## src/rtl/control_network_msg_router.sv

```systemverilog
// AXIS control-packet router: the head-beat msg type selects one of NUM_OUT ports through ROUTE_MAP.
// Optional macro CTRL_ROUTER_TDEST_CHECK_EN also drops head beats whose tdest differs from i_local_id.

package control_network_msg_router_pkg;

    localparam int MAX_MAP_BITS = 2048;

    // Byte t of the map holds {valid, 3'b0, port}; by default every type is valid and port = t % num_out.
    function automatic logic [MAX_MAP_BITS-1:0] default_route_map(input int types, input int num_out);
        logic [MAX_MAP_BITS-1:0] map;
        map = '0;
        for (int t = 0; t < types; t++) begin
            map[t*8 +: 8] = {4'h8, 4'(t % num_out)};
        end
        return map;
    endfunction

endpackage

module control_network_msg_router #(
    parameter int AXIS_DATA_WIDTH  = 64,
    parameter int AXIS_TID_WIDTH   = 8,
    parameter int AXIS_TDEST_WIDTH = 8,
    parameter int AXIS_TUSER_WIDTH = 32,
    parameter int NUM_OUT          = 4,
    parameter int MSG_TYPE_WIDTH   = 4,
    parameter logic [(2**MSG_TYPE_WIDTH)*8-1:0] ROUTE_MAP =
        ((2**MSG_TYPE_WIDTH)*8)'(control_network_msg_router_pkg::default_route_map(2**MSG_TYPE_WIDTH, NUM_OUT))
) (
    input  logic                           i_clk,
    input  logic                           i_ap_rst,

    input  logic                           s_tvalid,
    output logic                           s_tready,
    input  logic [AXIS_DATA_WIDTH-1:0]     s_tdata,
    input  logic [AXIS_DATA_WIDTH/8-1:0]   s_tkeep,
    input  logic [AXIS_TID_WIDTH-1:0]      s_tid,
    input  logic [AXIS_TDEST_WIDTH-1:0]    s_tdest,
    input  logic [AXIS_TUSER_WIDTH-1:0]    s_tuser,
    input  logic                           s_tlast,

    output logic [NUM_OUT-1:0]             m_tvalid,
    input  logic [NUM_OUT-1:0]             m_tready,
    output logic [AXIS_DATA_WIDTH-1:0]     m_tdata,
    output logic [AXIS_DATA_WIDTH/8-1:0]   m_tkeep,
    output logic [AXIS_TID_WIDTH-1:0]      m_tid,
    output logic [AXIS_TDEST_WIDTH-1:0]    m_tdest,
    output logic [AXIS_TUSER_WIDTH-1:0]    m_tuser,
    output logic                           m_tlast,

    input  logic [AXIS_TDEST_WIDTH-1:0]    i_local_id,
    output logic [15:0]                    o_drop_count
);

    localparam int KEEP_W = AXIS_DATA_WIDTH / 8;
    localparam int PORT_W = $clog2(NUM_OUT);

    typedef enum logic [1:0] {
        ST_HEAD,
        ST_ROUTE,
        ST_DROP
    } state_t;

    typedef struct packed {
        logic [AXIS_DATA_WIDTH-1:0]  data;
        logic [KEEP_W-1:0]           keep;
        logic [AXIS_TID_WIDTH-1:0]   id;
        logic [AXIS_TDEST_WIDTH-1:0] dest;
        logic [AXIS_TUSER_WIDTH-1:0] user;
        logic                        last;
    } beat_t;

    state_t              state_q, state_d;
    logic [PORT_W-1:0]   port_q, port_d;
    logic                s_tready_q;
    logic [15:0]         drop_count_q, drop_count_d;

    logic                out_valid_q, out_valid_d;
    beat_t               out_beat_q, out_beat_d;
    logic [PORT_W-1:0]   out_port_q, out_port_d;

    beat_t               skid_beat_q [2];
    beat_t               skid_beat_d [2];
    logic [PORT_W-1:0]   skid_port_q [2];
    logic [PORT_W-1:0]   skid_port_d [2];
    logic [1:0]          count_q, count_d;

    logic [MSG_TYPE_WIDTH-1:0] head_type;
    logic                      entry_valid;
    logic [3:0]                entry_port;
    logic                      map_hit;
    logic                      head_ok;
    logic [PORT_W-1:0]         head_port;
    beat_t                     in_beat;

    logic                accept;
    logic                push;
    logic [PORT_W-1:0]   push_port;
    logic                drop_inc;
    logic                out_pop;
    logic                out_free;

    // Route lookup is done on whatever beat is presented; it only matters in HEAD.
    assign head_type   = s_tdata[MSG_TYPE_WIDTH-1:0];
    assign entry_valid = ROUTE_MAP[{head_type, 3'd7}];
    assign entry_port  = ROUTE_MAP[{head_type, 3'd0} +: 4];
    assign head_port   = entry_port[PORT_W-1:0];
    assign map_hit     = entry_valid && ({1'b0, entry_port} < 5'(NUM_OUT));

`ifdef CTRL_ROUTER_TDEST_CHECK_EN
    assign head_ok = map_hit && (s_tdest == i_local_id);
`else
    logic unused_local_id;
    assign unused_local_id = ^i_local_id;
    assign head_ok = map_hit;
`endif

    assign in_beat = '{data: s_tdata, keep: s_tkeep, id: s_tid, dest: s_tdest, user: s_tuser, last: s_tlast};

    // State register.
    always_ff @(posedge i_clk) begin
        if (i_ap_rst) begin
            state_q <= ST_HEAD;
            port_q  <= '0;
        end else begin
            state_q <= state_d;
            port_q  <= port_d;
        end
    end

    // Next-state logic.
    // NOTE: every comb output gets a default first so no path leaves it unassigned (no latch).
    always_comb begin
        state_d = state_q;
        port_d  = port_q;
        case (state_q)
            ST_HEAD: begin
                if (accept) begin
                    if (head_ok) begin
                        port_d  = head_port;
                        state_d = s_tlast ? ST_HEAD : ST_ROUTE;
                    end else begin
                        state_d = s_tlast ? ST_HEAD : ST_DROP;
                    end
                end
            end
            ST_ROUTE, ST_DROP: begin
                if (accept && s_tlast) begin
                    state_d = ST_HEAD;
                end
            end
            default: state_d = ST_HEAD;
        endcase
    end

    // FSM outputs: input handshake, queue push and drop accounting.
    always_comb begin
        s_tready  = 1'b0;
        push      = 1'b0;
        push_port = port_q;
        drop_inc  = 1'b0;
        if (!i_ap_rst) begin
            s_tready = (state_q == ST_DROP) || s_tready_q;
        end
        accept = s_tvalid && s_tready;
        case (state_q)
            ST_HEAD: begin
                push      = accept && head_ok;
                push_port = head_port;
                drop_inc  = accept && !head_ok;
            end
            ST_ROUTE: push = accept;
            default: ;
        endcase
    end

    assign drop_count_d = (drop_inc && (drop_count_q != 16'hFFFF)) ? drop_count_q + 16'd1 : drop_count_q;

    assign out_pop  = out_valid_q && m_tready[out_port_q];
    assign out_free = !out_valid_q || out_pop;

    // Output register refills from the skid head first, so beats never overtake one another.
    always_comb begin
        out_valid_d = out_valid_q;
        out_beat_d  = out_beat_q;
        out_port_d  = out_port_q;
        skid_beat_d = skid_beat_q;
        skid_port_d = skid_port_q;
        count_d     = count_q;

        if (out_free) begin
            if (count_q != 2'd0) begin
                out_valid_d    = 1'b1;
                out_beat_d     = skid_beat_q[0];
                out_port_d     = skid_port_q[0];
                skid_beat_d[0] = skid_beat_q[1];
                skid_port_d[0] = skid_port_q[1];
                count_d        = count_q - 2'd1;
            end else if (push) begin
                out_valid_d = 1'b1;
                out_beat_d  = in_beat;
                out_port_d  = push_port;
            end else begin
                out_valid_d = 1'b0;
            end
        end

        if (push && !(out_free && (count_q == 2'd0))) begin
            skid_beat_d[count_d[0]] = in_beat;
            skid_port_d[count_d[0]] = push_port;
            count_d                 = count_d + 2'd1;
        end
    end

    // NOTE: sequential state uses non-blocking assignment so every register samples pre-edge values.
    always_ff @(posedge i_clk) begin
        if (i_ap_rst) begin
            s_tready_q   <= 1'b0;
            drop_count_q <= '0;
            out_valid_q  <= 1'b0;
            out_beat_q   <= '0;
            out_port_q   <= '0;
            count_q      <= '0;
        end else begin
            // Ready is registered: a pop in a full cycle frees space only for the next cycle.
            s_tready_q   <= (count_d != 2'd2);
            drop_count_q <= drop_count_d;
            out_valid_q  <= out_valid_d;
            out_beat_q   <= out_beat_d;
            out_port_q   <= out_port_d;
            count_q      <= count_d;
        end
    end

    // NOTE: skid storage is not reset; count_q alone says which entries hold live beats.
    always_ff @(posedge i_clk) begin
        skid_beat_q <= skid_beat_d;
        skid_port_q <= skid_port_d;
    end

    always_comb begin
        m_tvalid = '0;
        for (int i = 0; i < NUM_OUT; i++) begin
            m_tvalid[i] = out_valid_q && (out_port_q == PORT_W'(i));
        end
    end

    assign m_tdata      = out_beat_q.data;
    assign m_tkeep      = out_beat_q.keep;
    assign m_tid        = out_beat_q.id;
    assign m_tdest      = out_beat_q.dest;
    assign m_tuser      = out_beat_q.user;
    assign m_tlast      = out_beat_q.last;
    assign o_drop_count = drop_count_q;

endmodule
```

## config.mk

```make
export PLATFORM = sky130hd
export DESIGN_NAME = control_network_msg_router
export DESIGN_NICKNAME = d
export VERILOG_FILES = /design/src/rtl/control_network_msg_router.sv
export SDC_FILE = /design/constraint.sdc
export NUM_CORES = 1
export LEC_CHECK = 0
export CAP_MARGIN = 0
export CORE_ASPECT_RATIO = 1.1
export CORE_UTILIZATION = 48
export CTS_CLUSTER_DIAMETER = 200
export DETAILED_ROUTE_END_ITERATION = 10
export GPL_TIMING_DRIVEN = 0
export PLACE_DENSITY = 0.76
export SLEW_MARGIN = 20
export SYNTH_ARGS = -nofsm -noshare
export SYNTH_HDL_FRONTEND = slang
export SYNTH_SLANG_ARGS = --single-unit
```

## constraint.sdc

```tcl
create_clock -name i_clk -period 6.3 [get_ports i_clk]
set_input_delay 1.89 -clock i_clk [delete_from_list [all_inputs] [get_ports i_clk]]
set_output_delay 1.89 -clock i_clk [all_outputs]
set_load 0.005 [all_outputs]
```

=== After elaboration in Yosys (flattened, before gate mapping) ===
Memory sizes are Yosys's and may differ from the RTL's.
Index checks and enable logic that the tools add are counted.

* Equality and inequality tests: 9
* Shifts and indexed selects: 1
* Bitwise gates (word level): 1
* Magnitude comparators: 5
* Add/sub/neg operators: 3
* Reductions and logical operators: 28
* Mux-type cells: 34

{| class="wikitable"
|+ Operators with widths
! operator !! number
|-
| two-way mux 121 bit || 5
|-
| bitwise mux 242 bit || 1
|-
| two-way mux 242 bit || 1
|-
| variable part select 128 x 8 -> 4 bit, first input constant || 1
|-
| demux 121 bit (select 1 bit) || 1
|-
| two-way mux 2 bit || 13
|-
| adder 16 x 1 -> 16 bit, second input constant || 1
|-
| != test 16 bit, second input constant || 1
|-
| logical AND 1 bit || 14
|-
| < comparator 7 x 8 -> 1 bit, second input constant || 1
|-
| two-way mux 1 bit || 7
|-
| == test 2 bit, second input constant || 3
|-
| logical NOT 2 bit || 3
|-
| != test 2 bit, second input constant || 3
|-
| bitwise mux 4 bit || 1
|-
| == test 2 x 1 -> 1 bit, second input constant || 2
|-
| < comparator 4 x 3 -> 1 bit, second input constant || 1
|-
| two-way mux 4 bit || 1
|-
| case mux 2 bit (2 select lines) || 1
|-
| AND reduction 2 bit || 2
|-
| nonzero test 2 bit || 2
|-
| logical NOT 1 bit || 3
|-
| < comparator 2 x 3 -> 1 bit, second input constant || 1
|-
| AND reduction 3 bit || 1
|-
| 10 further kinds || 11
|}

* Input bits: 136
* Output and inout bits: 142
* Logic and storage cells: 109
* Memories: 1
* ROM bits: 16
* Register bits: 393

{| class="wikitable"
|+ Memory list
! memory !! words !! bits a word !! read ports !! clocked after Yosys merged registers in !! write ports !! line !! text
|-
| (no name shown) || 16 || 1 || 1 || 0 || 0 || 105 || <nowiki>assign entry_valid = ROUTE_MAP[{head_type, 3'd7}];</nowiki>
|}

=== Longest topological paths before layout ===
* Word-level depth: 12
* Gate-level depth with buffers: 8
* Gate-level depth less buffers: 7

=== Worst setup path after synthesis ===
Ideal clock, no wire load.

* Path type: input to register
* Start: in m_tready[1]
* End: reg skid_beat_q[0] (netlist name), enable pin
* Arrival time: 5483 ps
* Required time: 5803 ps
* Buffers on the path: 0
* Cell stages on the path: 5
* Library setup time: 497 ps
* Setup slack: 320 ps
* Cells stage by stage: mux2i_1 a22oi_1 and2_1 nor2_1 ha_1

* Longest elaborated chain between the ends: 7

{| class="wikitable"
|+ RTL lines
! element !! line !! text
|-
| from (decl) || 43 || <nowiki>input logic [NUM_OUT-1:0] m_tready,</nowiki>
|-
| binary-select mux 1 bit (select 2 bit) || 179 || <nowiki>assign out_pop = out_valid_q && m_tready[out_port_q];</nowiki>
|-
| two-way mux 1 bit (not written as such) || 179 ||
|-
| logical AND 1 bit || 179 ||
|-
| logical OR 1 bit || 180 || <nowiki>assign out_free = !out_valid_q || out_pop;</nowiki>
|-
| logical AND 1 bit || 208 || <nowiki>if (push && !(out_free && (count_q == 2'd0))) begin</nowiki>
|-
| logical NOT 1 bit || 208 ||
|-
| logical AND 1 bit || 208 ||
|-
| to (signal assigned) || 237 || <nowiki>skid_beat_q <= skid_beat_d;</nowiki>
|-
| to (decl) || 82 || <nowiki>beat_t skid_beat_q [2];</nowiki>
|}

No other way between the ends. The select of a mux whose other input is x is not followed.
A chain may end at the register's enable or synchronous reset.

=== Worst setup path after layout ===
* Start: in i_ap_rst
* End: out s_tready

* Longest elaborated chain between the ends: 1

{| class="wikitable"
|+ RTL lines
! element !! line !! text
|-
| from (decl) || 31 || <nowiki>input logic i_ap_rst,</nowiki>
|-
| two-way mux 1 bit || 162 || <nowiki>if (!i_ap_rst) begin</nowiki>
|-
| to (decl) || 34 || <nowiki>output logic s_tready,</nowiki>
|}

No other way between the ends.

==> metrics.txt <==
status complete, no violations; Post-synth ARST share 0%; Power, Total 6.79 mW; Final setup viols 0; Clock power frac 33.5%; Leak 7.93 nW; Hold Slack 0.475 ns; via-per-instance ratio 5.31; Sw Pwr 1.54 mW; clock sinks 376; PwrDens 340 nW/um2; Clock Latency Late Sink 0.51 ns; Rows 68; RSZ-0062 raised after global routing no; cells after synthesis 1282; critical path depth 4; Seq pwr share 46.6%; Syn-to-layout area delta 28.7%; Reg clk slew, reported paths 0.06 ns; Buf+Inv Stages, Crit Path 3; first-pass GRT wire length 60.1 mm; Hold-fix buffers, CTS 0; worst slack, placed 1.10 ns; final wirelength 37.8 mm; crit-path cells clkbuf_1 > clkbuf_1 > nor2b_1 > clkdlybuf4s50_1; Synth warnings 0; Antenna Nets Post-Route 0; Largest delay share family, worst path buffers and inverters; Post-DP Area 18700 um2; CTS resizes 0; fmax 192 MHz; worst-margin pin slew 1.01 ns; first-pass detailed-route iteration total 6; Slew Limit Fails 0; Worst setup EP type output port; CP required 4.41 ns; Starting Density 49.1%; postcts setup bufs 0; max-cap violation count 0; final hold violation count 0; Hold Path Stages 2; All-Layer GR Usage 22.7%; final core utilization 63.2%; DRT iter0 DRCs 714; post-route cell area 20000 um2; Int Pwr 5.25 mW; clk buf depth 3; CP max stage delay 0.54 ns; die width 173 um; peak supply drop 0.222 mV; hpwl dp 25.5 mm; Yosys cell types 38; Num CTS Buffers 39; layout cell share with drive strength beyond 1 22.2%; final worst slack 1.09 ns; switch share 22.7%; combinational group share of total power 19.9%; Crit Path Class input pin to output port; Critical-path top delay cell clkbuf_1; most used cell, CP clkbuf_1; Synth Flop Type dfxtp_1; FF+latch count, synth 376; minimum clock period 5.21 ns; full die area 33000 um2; HP Class flop to flop; Worst R2R Path Depth 8; pin count of the biggest net entering global routing 44; fin nets 1730; IO Count 278; DRC Markers 0; H-tree levels 2; Routability Congestion 0.775; routed len/inst 18.5 um; Clock Skew 0.0126 ns; CP startpoint kind input pin; Critical Path Fanout Max 10; Final Cycle Share 82.7%; number of synthesized flops with an enable pin 123; Synth Area per Inst 12.1 um2; mapped cell area 15500 um2; initial antenna violation count 2; vias in the first global route 11087; via count 10844; CTS tree done; Die Height 190 um; register area share after synthesis 56.5%; gr ovfl total 0; Root Buffer clkbuf_16; Max-slew headroom 32.5%; core area 31600 um2; Critical Path AT 3.32 ns; Port Buffers 252
-- kinds of logic after synthesis --
group                    after synthesis  share of synthesized area, %
buffers and inverters                118                          4.35
flip-flops                           376                          56.5
adder cells (fa/ha/maj)                1                        0.0807
AO/OA/AOI/OAI                        141                          7.76
multiplexers                         250                          21.4
AND/OR/NAND/NOR                      395                          9.86
other                                  1                        0.0242
-- power groups by stage --
stage                     Combinational, mW  Sequential (mW)  Clock [mW]
final                                  1.35             3.16        2.27
after CTS                              1.36             3.16        2.31
after global placement                 1.30             3.18           0
after floorplan                       0.987             3.15           0
after global routing                   1.46             3.21        2.40
after detailed placement               1.34             3.20           0
-- area by class of cell --
class | count | area (um2)
Clock inverter | 10 | 98.8
Clock buffer | 60 | 1170
Antenna cell | 1 | 2.50
Buffer | 115 | 663
Fill cell | 2463 | 11600
Tap cell | 420 | 526
Sequential cell | 376 | 8760
Inverter | 3 | 11.3
Timing Repair Buffer | 255 | 2590
Multi-Input combinational cell | 803 | 6140
-- cells in the final DEF (no fill, tap or decap), types with 3 or more instances in the layout --
cell,netlist,routed
dfxtp_1,253,253
clkdlybuf4s50_1,0,252
nand2_1,248,248
mux2_4,136,136
nor2_1,130,130
edfxtp_1,123,123
a311oi_1,121,121
mux2_2,106,106
clkbuf_1,56,69
clkbuf_16,0,42
buf_4,24,24
buf_2,23,23
conb_1,1,16
mux2i_1,7,7
clkinv_2,0,7
buf_8,5,5
buf_12,3,5
clkbuf_8,0,5
o21ai_0,4,4
a21oi_1,4,4
inv_1,3,3
and2_1,3,3
nor2b_1,3,3
nand2b_1,3,3
buf_1,3,3
-- Yosys cell counts, drive strengths merged, types with 2 or more instances --
library cell	n	area [um2]
nor2	130	488
dfxtp	253	5060
clkbuf	56	210
a221o	2	20.0
mux2	242	3240
nand2b	3	18.8
edfxtp	123	3690
nand2	248	931
o21ai	4	20.0
and3b	2	17.5
and3	2	12.5
o211ai	2	15.0
nor2b	3	18.8
a21oi	4	20.0
a22oi	2	15.0
a311oi	121	1060
mux2i	8	83.8
buf	59	453
inv	3	11.3
nand3	2	10.0
and2	3	18.8
-- per-layer routing --
| layer | up-vias | wire length, um | track usage, % |
|---|---|---|---|
| li1 | 5198 | - | - |
| met1 | 5258 | 16200 | 28.8 |
| met2 | 316 | 17900 | 37.8 |
| met3 | 70 | 2540 | 5.68 |
| met4 | 2 | 1130 | 7.59 |
| met5 | - | 11 | 0 |
-- worst min-delay path, stage by stage (launching register included) --
cell,delay [ns]
dfxtp_1,0.31
nand2_1,0.05
a311oi_1,0.07
-- sequential cells by signal, summed over array words and instances, names as in the netlist --
name and count:
m_tid 8, port_q 2, s_tready_q 1, m_tuser 32, count_q 2, m_tkeep 8
state_q 1, m_tdest 8, out_port_q 2, skid_beat_q 242, skid_port_q 4, m_tlast 1
m_tdata 64, out_valid_q 1
-- per-stage QoR --
| stage | std cells | setup TNS, ns |
|---|---|---|
| after floorplan | 1297 | 0 |
| after global placement | 1969 | -276.09 |
| after detailed placement | 1972 | 0 |
| after CTS | 2042 | 0 |
| after global routing | 2043 | 0 |
| final | 2043 | 0 |
-- worst paths after layout --
kind                       startpoint                         to  slack [ns]
min reg2reg  skid_beat_q[153]$_DFF_P_   m_tuser[31]$_SDFFE_PP0P_        0.47
max reg2reg     count_q[1]$_SDFF_PP0_  skid_beat_q[26]$_DFFE_PP_        3.24
max                          i_ap_rst                   s_tready        1.09
min          skid_beat_q[153]$_DFF_P_   m_tuser[31]$_SDFFE_PP0P_        0.47
Note: power is estimated with default switching activity, not from simulation.
